`src/rtl/shape_cmd_sequencer.sv`:
```
// Command sequencer in front of shape_processor: queues ctrl SFR write words,
// replays each as a write followed by a readback, and returns one status response per command.
module shape_cmd_sequencer #(
    parameter int DEPTH = 4,
    parameter int CNT_W = 16
) (
    input  logic                     clk,
    input  logic                     rst_n,
    input  logic                     cmd_valid,
    output logic                     cmd_ready,
    input  logic [31:0]              cmd_data,
    output logic                     rsp_valid,
    input  logic                     rsp_ready,
    output logic [31:0]              rsp_data,
    output logic                     rsp_error,
    output logic                     write,
    output logic [31:0]              write_data,
    output logic                     read,
    input  logic [31:0]              read_data,
    input  logic                     error,
    output logic [$clog2(DEPTH):0]   level,
    output logic [CNT_W-1:0]         rejected_count
);

    localparam int AW = $clog2(DEPTH);
    localparam logic [AW:0] FULL_LVL = (AW+1)'(DEPTH);

    typedef enum logic [1:0] {IDLE, WRITE, READ, RESP} state_e;

    state_e            state_q;
    logic [31:0]       mem_q [DEPTH];
    logic [AW:0]       wr_ptr_q, rd_ptr_q, level_q;
    logic [31:0]       cmd_reg_q, rsp_data_q;
    logic              rsp_error_q;
    logic [CNT_W-1:0]  rej_q;

    logic full, empty, push, pop;

    // Ready comes from the registered level only, so a pop never frees a slot in the same cycle.
    assign full  = (level_q == FULL_LVL);
    assign empty = (level_q == '0);
    assign push  = cmd_valid && !full;
    assign pop   = !empty && ((state_q == IDLE) || ((state_q == RESP) && rsp_ready));

    assign cmd_ready      = !full;
    assign level          = level_q;
    assign write          = (state_q == WRITE);
    assign read           = (state_q == READ);
    assign rsp_valid      = (state_q == RESP);
    assign write_data     = cmd_reg_q;
    assign rsp_data       = rsp_data_q;
    assign rsp_error      = rsp_error_q;
    assign rejected_count = rej_q;

    always_ff @(posedge clk) begin
        if (push) mem_q[wr_ptr_q[AW-1:0]] <= cmd_data;
    end

    always_ff @(posedge clk or negedge rst_n) begin
        if (!rst_n) begin
            state_q     <= IDLE;
            wr_ptr_q    <= '0;
            rd_ptr_q    <= '0;
            level_q     <= '0;
            cmd_reg_q   <= '0;
            rsp_data_q  <= '0;
            rsp_error_q <= 1'b0;
            rej_q       <= '0;
        end else begin
            if (push) wr_ptr_q <= wr_ptr_q + 1'b1;
            if (pop) begin
                rd_ptr_q  <= rd_ptr_q + 1'b1;
                cmd_reg_q <= mem_q[rd_ptr_q[AW-1:0]];
            end
            case ({push, pop})
                2'b10:   level_q <= level_q + 1'b1;
                2'b01:   level_q <= level_q - 1'b1;
                default: level_q <= level_q;
            endcase

            case (state_q)
                IDLE: if (pop) state_q <= WRITE;
                WRITE: begin
                    rsp_error_q <= error;
                    if (error && (rej_q != '1)) rej_q <= rej_q + 1'b1;
                    state_q <= READ;
                end
                READ: begin
                    rsp_data_q <= read_data;
                    state_q    <= RESP;
                end
                RESP: if (rsp_ready) state_q <= pop ? WRITE : IDLE;
                default: state_q <= IDLE;
            endcase
        end
    end

endmodule

```
`config.mk`:
```
export PLATFORM = sky130hd
export DESIGN_NAME = shape_cmd_sequencer
export DESIGN_NICKNAME = d
export VERILOG_FILES = /design/src/rtl/shape_cmd_sequencer.sv
export SDC_FILE = /design/constraint.sdc
export NUM_CORES = 1
export LEC_CHECK = 0
export CAP_MARGIN = 15
export CORE_AREA = 2 2 148 150
export DETAILED_ROUTE_END_ITERATION = 16
export DIE_AREA = 0 0 150 152
export GPL_ROUTABILITY_DRIVEN = 0
export GPL_TIMING_DRIVEN = 0
export PLACE_DENSITY = 0.67
export SYNTH_ARGS = -nofsm -noshare
export SYNTH_HDL_FRONTEND = slang
export SYNTH_SLANG_ARGS = --single-unit
```
`constraint.sdc`:
```
create_clock -name clk -period 2.2 [get_ports clk]
set_input_delay 0.44 -clock clk [delete_from_list [all_inputs] [get_ports clk]]
set_output_delay 0.44 -clock clk [all_outputs]
set_load 0.05 [all_outputs]
```
==> qor.yml <==
skew_ns: 0.0134
p_leak_nw: 4.34
start_kind: "flop"
synth_top_cell_area_share_pct: 46.1
synthCells: 432
antenna_found_initial: 0
fin_area_sq_um: 11300
critPathMaxStageDelay_ns: 0.84
hold_class: "primary input to async pin"
wl_um: 17100
critical_path_class: "flop to output port"
drtAntennaViolNets: 0
drc: 0
overflow: 0
htree_levels: 1
min_period_ns: 2.13
drive_above_1_share_pct: 28.2
yosys_warnings: 0
final_util_pct: 53.0
hold_viol: 0
drv_slew: 0
dieArea_sq_um: 22800
grt_usage_pct: 15.0
place_area_sq_um: 10400
clock_path_buffers: 3
finalCritPeriodShare_pct: 97.0
syn_area_sq_um: 8330
cp_slowest_cell: "clkdlybuf4s50_1"
die-height_um: 152
root_buffer: "clkbuf_16"
synth_edf_count: 128
synth_nets: 513
relSlewSlack_pct: 40.3
crit_arrival_ns: 1.69
core_region_area_sq_um: 21400
wl_met3_um: 1420
post_drt_via_cell_ratio: 4.90
clock-sinks: 218
grt_max_degree: 67
crit_chain: "clkdlybuf4s50_1"
synthMostInstantiatedCell: "edfxtp_1"
ys_async_sr_fraction_pct: 41.3
yosys.area.top_type: "edfxtp_1"
synth_seq_area_share_pct: 73.2
fp-row-count: 54
avgSynthCellArea_sq_um: 19.3
max_cap_viol_count: 0
setup_viol: 0
status: "complete, no violations"
wl_per_cell_um: 18.6
worstPathBufferInverterCount: 1
antenna_cells: 0
grt_pass1_wl_um: 26600
synth_cell_type_count: 33
grt_pass1_vias: 4898
routed.top_layer: "met4"
post-place-ws_ns: -0.601
tritoncts: "done"
dr_wl_met2_um: 8690
ys_top_cells_by_area: "edfxtp_1 (46%), dfrtp_1 (27%), mux2_2 (9.1%), mux4_2 (8.6%), xor2_1 (1.7%)"
dr.pass1.iters: 5
power_density_nw_per_um2: 1610
num_vias: 4515
met1_length_um: 6750
critPathCaptureType: "output port"
area_growth_pct: 35.7
numCtsBuffers: 23
worstPathMaxFanout: 2
ios: 157
irDropWorstVdd_mv: 0.642
die_w_um: 150
worst_pin_slew_ns: 0.888
hpwl_um: 11600
nNetsFinal: 706
synth-main-ff-cell: "edfxtp_1"
start_util_pct: 39.0
port_buffers: 156
ys_ff_latch: 218
clock_latency_ns: 0.51
maxClockFrequency_ghz: 0.469
synth_common_cells: "edfxtp_1 (128), dfrtp_1 (90), mux2_2 (67)"
worst_slack_ns: 0.0656
worstPathRequired_ns: 1.76
critPathTopFamily: "buffers and inverters"
cts.clk_slew.worst_paths_ns: 0.06
drt_iter0_drc: 192
registers in the layout, indices dropped and copies added (netlist names):
signal          cells
wr_ptr_q            2
level               3
rejected_count     16
mem_q             128
rsp_error           1
write_data         32
state_q             2
rsp_data           32
rd_ptr_q            2
path summary, 6_finish.rpt:
kind	start	to	slack (ns)	depth (start not counted)
max in group asynchronous	rst_n	state_q[0]$_DFFE_PN0P_	1.13	3
worst min-delay path	rst_n	rejected_count[5]$_DFFE_PN0P_	0.41	2
worst min register to register	rejected_count[15]$_DFFE_PN0P_	rejected_count[15]$_DFFE_PN0P_	0.50	1
min in group clk	rejected_count[15]$_DFFE_PN0P_	rejected_count[15]$_DFFE_PN0P_	0.50	1
worst max-delay path	write_data[10]$_DFFE_PN0P_	write_data[10]	0.07	1
worst max register to register	state_q[1]$_DFFE_PN0P_	level[2]$_DFFE_PN0P_	0.11	10
what timing repair did:
| action | 4_1_cts | 5_1_grt |
|---|---|---|
| resized for setup | 27 | 11 |
| hold buffers | 1 | 0 |
| pin swaps | 1 | 3 |
| buffers inserted | 5 | 5 |
| endpoints found under the hold margin | 24 | 0 |
| endpoints found under the setup margin | 39 | 25 |
logic make-up after synthesis:
family                   count (synthesis)  share of synthesized area [%]
XOR/XNOR                                21                           2.21
adder cells (fa/ha/maj)                 12                           1.89
flip-flops                             218                           73.2
AND/OR/NAND/NOR                         51                           3.41
multiplexers                            99                           17.7
buffers and inverters                   23                           1.10
AO/OA/AOI/OAI                            8                          0.541
layer usage:
metal	vias to the layer above	global-route usage [%]
met5	-	0
met4	0	3.46
met3	22	4.08
met2	158	27.4
met1	2293	17.6
li1	2042	-
where the power goes:
group          switching, mW  internal, mW
sequential             0.595          5.67
combinational           4.74          3.42
clock                   1.51          2.28
layout make-up:
| type | count | area, sq um |
|---|---|---|
| Buffer | 11 | 50.0 |
| Clock buffer | 33 | 684 |
| Clock inverter | 9 | 72.6 |
| Fill cell | 1765 | 10000 |
| Inverter | 8 | 30.0 |
| Multi-Input combinational cell | 191 | 2220 |
| Sequential cell | 218 | 6100 |
| Tap cell | 280 | 350 |
| Timing Repair Buffer | 172 | 1790 |
stage by stage:
stage	power, mW	setup TNS [ns]	std cells	hold slack (ns)
floorplan	11.7	-0.0252	432	0.144
global placement	14.1	-357.10	868	0.483
detailed placement	14.5	-9.89	873	0.385
finish	18.2	0	922	0.410
global route	19.1	-0.0666	922	0.448
CTS	18.4	0	919	0.398
placed cells by master, fill, tap and decap left out, types with 4 or more instances in the layout:
cell	instances
clkdlybuf4s50_1	132
edfxtp_1	128
dfrtp_1	86
mux2_2	67
mux4_2	32
clkbuf_16	24
xor2_1	16
dlygate4sd2_1	14
nand2_1	11
buf_4	11
clkbuf_1	9
nor2_1	7
inv_1	7
ha_1	7
clkinv_2	6
dlymetal6s2s_1	6
nor3_1	5
xnor2_1	5
clkbuf_8	5
buf_16	5
and3_2	4
a21oi_1	4
dfrtp_2	4
Note: power is estimated with default switching activity, not from simulation.
